===== config.mk =====
export PLATFORM = sky130hd
export DESIGN_NAME = id_stage
export DESIGN_NICKNAME = d
export VERILOG_FILES = /design/src/rtl/id_stage.sv
export SDC_FILE = /design/constraint.sdc
export NUM_CORES = 1
export LEC_CHECK = 0
export ABC_AREA = 1
export CORE_MARGIN = 4
export CORE_UTILIZATION = 43
export DETAILED_ROUTE_END_ITERATION = 12
export HOLD_SLACK_MARGIN = 0.02
export PLACE_DENSITY = 0.86
export SETUP_SLACK_MARGIN = 0.1
export SYNTH_ARGS = -nofsm -noshare
export SYNTH_HDL_FRONTEND = slang
export SYNTH_SLANG_ARGS = --single-unit

===== constraint.sdc =====
create_clock -name clk -period 3.7 [get_ports clk]
set_clock_uncertainty 0.2 [all_clocks]
set_input_delay 0.74 -clock clk [delete_from_list [all_inputs] [get_ports clk]]
set_output_delay 0.74 -clock clk [all_outputs]
set_load 0.005 [all_outputs]

===== src/rtl/id_stage.sv =====
// ---------------------------------------------------------------------------
// id_stage -- single-entry LoongArch32 decode stage
//
// Holds one fetched {pc, inst} pair and turns it into an execute bus. It
// reads the register file combinationally, resolves branches and redirects
// fetch. After every taken branch it throws away exactly one wrong-path
// instruction.
//
// Ports
//   clk, reset               clock; asynchronous active-high reset
//   in_valid / in_ready      handshake from fetch
//   in_bus[63:0]             {pc[31:0], inst[31:0]}
//   rf_raddr1/2, rf_rdata1/2 combinational register-file read
//   out_valid / out_ready    handshake to execute
//   out_bus[140:0]           {pc, alu_op[3:0], src1, src2, st_data, dest[4:0],
//                             rf_we, mem_re, mem_we, ine}
//   br_taken, br_target      redirect to fetch
//
// Build option
//   ID_INST_CHECK_EN  when defined, ine (out_bus[0]) flags unrecognised
//                     encodings. Those encodings still behave as a NOP.
//                     When undefined, ine is tied to 0.
// ---------------------------------------------------------------------------
module id_stage (
  input  logic         clk,
  input  logic         reset,
  input  logic         in_valid,
  output logic         in_ready,
  input  logic [63:0]  in_bus,
  output logic [4:0]   rf_raddr1,
  output logic [4:0]   rf_raddr2,
  input  logic [31:0]  rf_rdata1,
  input  logic [31:0]  rf_rdata2,
  output logic         out_valid,
  input  logic         out_ready,
  output logic [140:0] out_bus,
  output logic         br_taken,
  output logic [31:0]  br_target
);

  localparam logic [3:0] ALU_ADD   = 4'd0;
  localparam logic [3:0] ALU_SUB   = 4'd1;
  localparam logic [3:0] ALU_SLT   = 4'd2;
  localparam logic [3:0] ALU_SLTU  = 4'd3;
  localparam logic [3:0] ALU_AND   = 4'd4;
  localparam logic [3:0] ALU_OR    = 4'd5;
  localparam logic [3:0] ALU_XOR   = 4'd6;
  localparam logic [3:0] ALU_NOR   = 4'd7;
  localparam logic [3:0] ALU_SLL   = 4'd8;
  localparam logic [3:0] ALU_SRL   = 4'd9;
  localparam logic [3:0] ALU_SRA   = 4'd10;
  localparam logic [3:0] ALU_PASS2 = 4'd11;

  logic        id_valid;
  logic        drop_pending;
  logic [63:0] id_bus;

  logic        in_fire;
  logic        out_fire;

  logic [31:0] pc;
  logic [31:0] inst;
  logic [4:0]  rd;
  logic [4:0]  rj;
  logic [4:0]  rk;
  logic [16:0] op17;
  logic [9:0]  op10;
  logic [6:0]  op7;
  logic [5:0]  op6;

  assign pc   = id_bus[63:32];
  assign inst = id_bus[31:0];
  assign rd   = inst[4:0];
  assign rj   = inst[9:5];
  assign rk   = inst[14:10];
  assign op17 = inst[31:15];
  assign op10 = inst[31:22];
  assign op7  = inst[31:25];
  assign op6  = inst[31:26];

  // Instruction-class decode
  logic op_3r, op_sh, is_addi, is_ld, is_st, is_lu12i;
  logic is_jirl, is_b, is_bl, is_beq, is_bne;

  assign op_3r    = op17 inside {17'h00020, 17'h00022, 17'h00024, 17'h00025,
                                 17'h00028, 17'h00029, 17'h0002A, 17'h0002B};
  assign op_sh    = op17 inside {17'h00081, 17'h00089, 17'h00091};
  assign is_addi  = (op10 == 10'h00A);
  assign is_ld    = (op10 == 10'h0A2);
  assign is_st    = (op10 == 10'h0A6);
  assign is_lu12i = (op7  == 7'h0A);
  assign is_jirl  = (op6  == 6'h13);
  assign is_b     = (op6  == 6'h14);
  assign is_bl    = (op6  == 6'h15);
  assign is_beq   = (op6  == 6'h16);
  assign is_bne   = (op6  == 6'h17);

  // Stores and compare-branches need rd's value on the second read port
  assign rf_raddr1 = rj;
  assign rf_raddr2 = (is_st | is_beq | is_bne) ? rd : rk;

  logic [31:0] simm12;
  logic [31:0] offs16;
  logic [31:0] offs26;

  assign simm12 = {{20{inst[21]}}, inst[21:10]};
  assign offs16 = {{14{inst[25]}}, inst[25:10], 2'b00};
  assign offs26 = {{4{inst[9]}}, inst[9:0], inst[25:10], 2'b00};

  logic [3:0]  alu_op;
  logic [31:0] src1;
  logic [31:0] src2;
  logic [4:0]  dest;
  logic        wr_type;
  logic        mem_re;
  logic        mem_we;
  logic        rf_we;
  logic        ine;

  always_comb begin
    alu_op  = ALU_ADD;
    src1    = rf_rdata1;
    src2    = rf_rdata2;
    dest    = 5'd0;
    wr_type = 1'b0;
    mem_re  = 1'b0;
    mem_we  = 1'b0;
    if (op_3r) begin
      dest    = rd;
      wr_type = 1'b1;
      case (op17[3:0])
        4'h0:    alu_op = ALU_ADD;
        4'h2:    alu_op = ALU_SUB;
        4'h4:    alu_op = ALU_SLT;
        4'h5:    alu_op = ALU_SLTU;
        4'h8:    alu_op = ALU_NOR;
        4'h9:    alu_op = ALU_AND;
        4'hA:    alu_op = ALU_OR;
        default: alu_op = ALU_XOR;
      endcase
    end else if (op_sh) begin
      dest    = rd;
      wr_type = 1'b1;
      src2    = {27'd0, inst[14:10]};
      case (op17[4:3])
        2'b00:   alu_op = ALU_SLL;
        2'b01:   alu_op = ALU_SRL;
        default: alu_op = ALU_SRA;
      endcase
    end else if (is_addi | is_ld | is_st) begin
      src2    = simm12;
      mem_re  = is_ld;
      mem_we  = is_st;
      wr_type = ~is_st;
      dest    = is_st ? 5'd0 : rd;
    end else if (is_lu12i) begin
      alu_op  = ALU_PASS2;
      src2    = {inst[24:5], 12'd0};
      dest    = rd;
      wr_type = 1'b1;
    end else if (is_jirl | is_bl) begin
      // Link value pc+4 is formed by the execute ALU
      src1    = pc;
      src2    = 32'd4;
      dest    = is_bl ? 5'd1 : rd;
      wr_type = 1'b1;
    end
  end

  // Writes to r0 are squashed here so execute never has to check
  assign rf_we = wr_type & (dest != 5'd0);

`ifdef ID_INST_CHECK_EN
  logic known;
  assign known = op_3r | op_sh | is_addi | is_ld | is_st | is_lu12i |
                 is_jirl | is_b | is_bl | is_beq | is_bne;
  assign ine   = ~known;
`else
  assign ine   = 1'b0;
`endif

  // Branch resolution
  logic br_cond;
  assign br_cond = is_b | is_bl | is_jirl |
                   (is_beq & (rf_rdata1 == rf_rdata2)) |
                   (is_bne & (rf_rdata1 != rf_rdata2));

  always_comb begin
    if (is_b | is_bl)
      br_target = pc + offs26;
    else if (is_jirl)
      br_target = rf_rdata1 + offs16;
    else
      br_target = pc + offs16;
  end

  // Handshake
  assign out_valid = id_valid;
  assign out_fire  = out_valid & out_ready;
  assign in_ready  = ~id_valid | out_fire;
  assign in_fire   = in_valid & in_ready;
  assign br_taken  = out_fire & br_cond;

  assign out_bus = {pc, alu_op, src1, src2, rf_rdata2, dest,
                    rf_we, mem_re, mem_we, ine};

  // An instruction accepted in the same cycle as a taken branch, or the
  // first one accepted after it, is on the wrong path and is not kept.
  always_ff @(posedge clk or posedge reset) begin
    if (reset) begin
      id_valid     <= 1'b0;
      drop_pending <= 1'b0;
      id_bus       <= 64'd0;
    end else begin
      if (in_fire) begin
        drop_pending <= 1'b0;
        if (br_taken || drop_pending) begin
          id_valid <= 1'b0;
        end else begin
          id_valid <= 1'b1;
          id_bus   <= in_bus;
        end
      end else begin
        if (out_fire)
          id_valid <= 1'b0;
        if (br_taken)
          drop_pending <= 1'b1;
      end
    end
  end

endmodule


* Word-level counts from Yosys, hierarchy flattened
Index checks and enable logic that the tools add are counted.
** Cells by class
- $add $sub $neg :: 3
- Equality and inequality tests :: 29
- Muxes and demuxes :: 42
- Reduce and logical (&&, ||, !) cells :: 9
- Bitwise gates (word level) :: 19
** Operator list (number)
- two-way mux 32 bit :: 12
- equality test 17 x 6 -> 1 bit (second input constant) :: 8
- adder 32 bit :: 3
- equality test 17 x 8 -> 1 bit (second input constant) :: 3
- two-way mux 5 bit :: 8
- equality test 32 bit :: 1
- != test 32 bit :: 1
- equality test 6 x 5 -> 1 bit (second input constant) :: 5
- case mux 3 bit (7 select lines) :: 1
- equality test 10 x 8 -> 1 bit (second input constant) :: 2
- two-way mux 1 bit :: 16
- two-way mux 4 bit :: 4
- equality test 4 bit (second input constant) :: 3
- equality test 10 x 4 -> 1 bit (second input constant) :: 1
- bitwise OR 1 bit :: 10
- equality test 4 x 3 -> 1 bit (second input constant) :: 2
- nonzero test 8 bit :: 1
- equality test 7 x 4 -> 1 bit (second input constant) :: 1
- AND 1 bit :: 6
- nonzero test 5 bit :: 1
- equality test 4 x 2 -> 1 bit (second input constant) :: 1
- zero test 4 bit :: 1
- case mux 2 bit (2 select lines) :: 1
- nonzero test 2 bit :: 2
- 6 further kinds :: 8
** Word-level totals
- Bits of input ports :: 132
- Output and inout port bits :: 186
- Register bits after elaboration :: 66
- Word-level logic and storage cells :: 105

* Logic depth before layout (Yosys ltp)
- Depth in word-level cells :: 9
- Depth in mapped cells :: 22
- Depth with buffers taken out :: 20

* Worst setup path after synthesis
Ideal clock, no wire load.
- Path type :: reg2out
- Start :: register id_bus[27]
- End :: output port br_target[20]
- Cell stages (with the launch flop) :: 20
- Arrival :: 2.968 ns
- Setup slack :: -0.208 ns
- Required time :: 2.760 ns
- Path through :: dfrtp_1 nand4_1 buf_2 clkbuf_1 nand2_1 o21ai_0 ha_1 inv_1 fa_1 inv_1 nand2_1 o21ai_1 nand2_1 nand2_1 inv_1 o21ai_1 nand3_1 nand3b_1 nand3_1 nand2_1
** On the way
- Longest elaborated chain between the ends :: 3
** Ends and longest elaborated chain
- from (decl) :: RTL line 56 : logic [63:0] id_bus;
- from (signal assigned) :: RTL line 221 : id_bus <= in_bus;
- equality test 6 x 5 -> 1 bit, on equally long branches :: RTL line 92, 93, 94
- two-way mux 32 bit or bitwise OR 1 bit (tied branches) :: RTL line 191, 189
- two-way mux 32 bit (*) :: RTL line 189 : if (is_b | is_bl)
- to (decl) :: RTL line 38 : output logic [31:0] br_target
Every way passes the cells marked *; elsewhere a longest branch is shown, timed or not.

* Worst setup path after layout
- Start :: register id_bus[30]
- End :: output port br_target[16]
Same word-level chain as after synthesis.

==> flow_summary.ini <==
[drt]
viasPerCell = 5.97
first_pass_iters = 8
drc = 0
drt_first_iter_violations = 1919
drt_wl_total_um = 57300
ant_nets = 0
vias = 14500
wl_per_cell_um = 23.5

[yosys]
synth_nets = 1773
syn_avg_cell_area_um2 = 5.94
ys_types = 49
syn-cell-area_um2 = 9390
yosysWarnings = 0
synth_top_area_share_pct = 18.5
synthTopCellsByArea = nand2_1, dfrtp_1, o21ai_0, ha_1, buf_4
yosysSeqAreaShare_pct = 17.6
synthCells = 1579
ys_ff_latch = 66
yosys.area.top_type = nand2_1

[sta]
worst_pin_slew_ns = 0.946
setup_viol = 35
max_freq_mhz = 230
setup_tns_ns = -14.66
finalCritPeriodShare_pct = 117
rsz0062_at_grt = true
setup_ws_ns = -0.643
max_slew_margin_pct = 36.9
min_period_ns = 4.34
finalHoldViolCount = 0
whs_ns = 0.366
drv_slew = 0

[clock_network]
clock_sinks = 66
clockBufferDepth = 2
cts_hold_buffers = 0
cts_tree = yes
h-tree-depth = 3
clk_latency_ns = 0.35
cts_root_buffer = clkbuf_16
clkTransAtPathRegs_ns = 0.06
numCtsBuffers = 9

[die]
rows = 53
die_w_um = 156
start_util_pct = 44.2
dieArea_um2 = 24300
dieHeight_um = 156
core_area_um2 = 21200
num_io_pins = 318

[setup_path]
path_class = reg2out
crit_fanout = 7
cp-end-kind = primary output
arrival_ns = 3.40
worstPathRequired_ns = 2.76
crit_path_start_kind = flop

[power_and_ir_drop]
p_leak_nw = 8.29
power_density_nw_per_um2 = 523
vdd_drop_max_v = 0.000254

[placed_design]
post-place-cells = 2345
place.gp.congestion = 1.00
io_buffers = 316
dp_hpwl_um = 41800
pre_cts_ws_ns = -1.25

[global_route]
grt_pass1_wl_um = 79500
grt_max_degree = 67
grtUsageTotal_pct = 42.5
grt_overflow = 0
antenna_found_initial = 1
grt_pass1_vias = 14100

[finish]
final_core_util_pct = 79.2
register_area_um2 = 1660
multi_input_area_um2 = 7620
instances_no_fill = 2438
nNetsFinal = 2351
drive_gt1_share_pct = 32.9
fillCellCount = 1460
synthToLayoutAreaGrowth_pct = 79.1

[hold_path]
hp-class = reg2reg

[outcome]
outcome = finished with violations
violations = negative setup slack

[flow_run]
drv_cap = 0
## worst max-delay path, cell delays in order, from the launching register on
cell     delay (ns)
dfrtp_1        0.36
inv_2          0.05
nor2_4         0.13
nand4_1        0.11
buf_6          0.16
buf_12         0.14
o21ai_2        0.11
ha_2           0.21
inv_2          0.04
fa_2           0.34
inv_2          0.07
nand2_2        0.06
o21ai_4        0.23
nand2_2        0.07
nand2_2        0.09
inv_2          0.05
o21ai_2        0.14
buf_6          0.14
buf_6          0.11
nand2_4        0.04
nand2_2        0.06
or2_4          0.11
nand3_2        0.05
nand2_2        0.07
buf_2          0.11
## synth_stat cells (all sizes together)
library cell,number
nand3,92
a21boi,3
o21a,3
mux2i,1
or2,16
nand4,77
nand3b,3
and2,1
inv,160
nor2,132
o221ai,14
buf,105
fa,2
a21o,5
o21bai,8
a32oi,1
o2111ai,3
o211ai,2
clkbuf,26
nor3,19
conb,1
o21ai,167
xor2,4
nand2b,1
o22ai,2
nor4,6
a31oi,2
dfrtp,66
ha,60
xnor2,28
a21oi,100
a221oi,1
o32ai,1
nand2,467
## through the flow
stage | instance area [um2] | total power [mW]
after floorplan | 9420 | 3.50
after global placement | 14400 | 6.30
after detailed placement | 14400 | 6.37
after CTS | 15700 | 7.80
after global routing | 16800 | 9.20
final | 16800 | 8.79
## registers in the layout, summed over array words and instances, names as in the netlist
name,count
id_bus,64
drop_pending,1
out_valid,1
## layout make-up
type	count	area share, %
diodes	1	0.0149
flip-flops and latches	66	9.89
clock buffers	10	1.36
well taps	275	2.05
inverters	160	3.66
multi-input cells	1222	45.4
repair buffers	697	37.1
clock inverters	6	0.536
repair inverters	1	0.0372
## metal layers
layer	GRT usage, %	part of all wire, %	vias to the layer above
li1	-	-	6359
met1	51.3	36	6755
met2	70.8	46	1144
met3	10.5	11	291
met4	20.8	6.9	0
met5	0	0	-
## path summary, 6_finish.rpt
kind | start | end | slack, ns | depth (start not counted)
setup / recovery | id_bus[30] | br_target[16] | -0.64 | 24
hold / removal | id_bus[33] | id_bus[33] | 0.37 | 2
setup reg to reg | id_bus[30] | id_bus[39] | 0.59 | 17
hold reg to reg | id_bus[33] | id_bus[33] | 0.37 | 2
max in group asynchronous | reset | id_bus[16] | 1.99 | 3
min in group asynchronous | reset | id_bus[7] | 0.60 | 2
## placed cells by master, fill, tap and decap left out, types with 7 or more instances in the layout
cell type / instances
nor2_1: 94
clkbuf_16: 10
o21bai_1: 7
inv_1: 124
buf_6: 38
or2_2: 11
nand2_4: 12
o21ai_4: 10
buf_4: 330
a21oi_1: 67
dfrtp_1: 60
nand2_2: 46
a21oi_2: 22
nand4_1: 77
buf_12: 9
nor2_2: 20
buf_2: 25
ha_4: 19
clkdlybuf4s50_1: 242
dlygate4sd2_1: 25
nand3_1: 68
dlymetal6s2s_1: 23
nand3_2: 22
o21ai_0: 98
o221ai_1: 14
inv_2: 32
nor3_1: 14
a21oi_4: 11
nor2_4: 18
o21ai_1: 32
o21ai_2: 27
xnor2_1: 25
ha_1: 39
nand2_1: 408
## what timing repair did
action,4_1_cts,5_1_grt
pin swaps,59,68
setup endpoints to repair,99,158
gates resized for setup,345,228
setup buffers,36,36
gates cloned,3,2
## where the power goes
| part | internal (mW) | switching (mW) | total [mW] |
|---|---|---|---|
| registers | 0.869 | 0.213 | 1.08 |
| logic | 3.17 | 3.57 | 6.73 |
| clock network | 0.593 | 0.375 | 0.968 |
| total | 4.63 | 4.16 | 8.79 |
## cell families after synthesis
kind of cell,count (synthesis),synth area share (%)
AO/OA/AOI/OAI,312,18.3
XOR/XNOR,32,2.99
adder cells (fa/ha/maj),62,8.43
buffers and inverters,291,15.2
flip-flops,66,17.6
multiplexers,1,0.107
other,1,0.0400
AND/OR/NAND/NOR,814,37.3
Note: power is estimated with default switching activity, not from simulation.
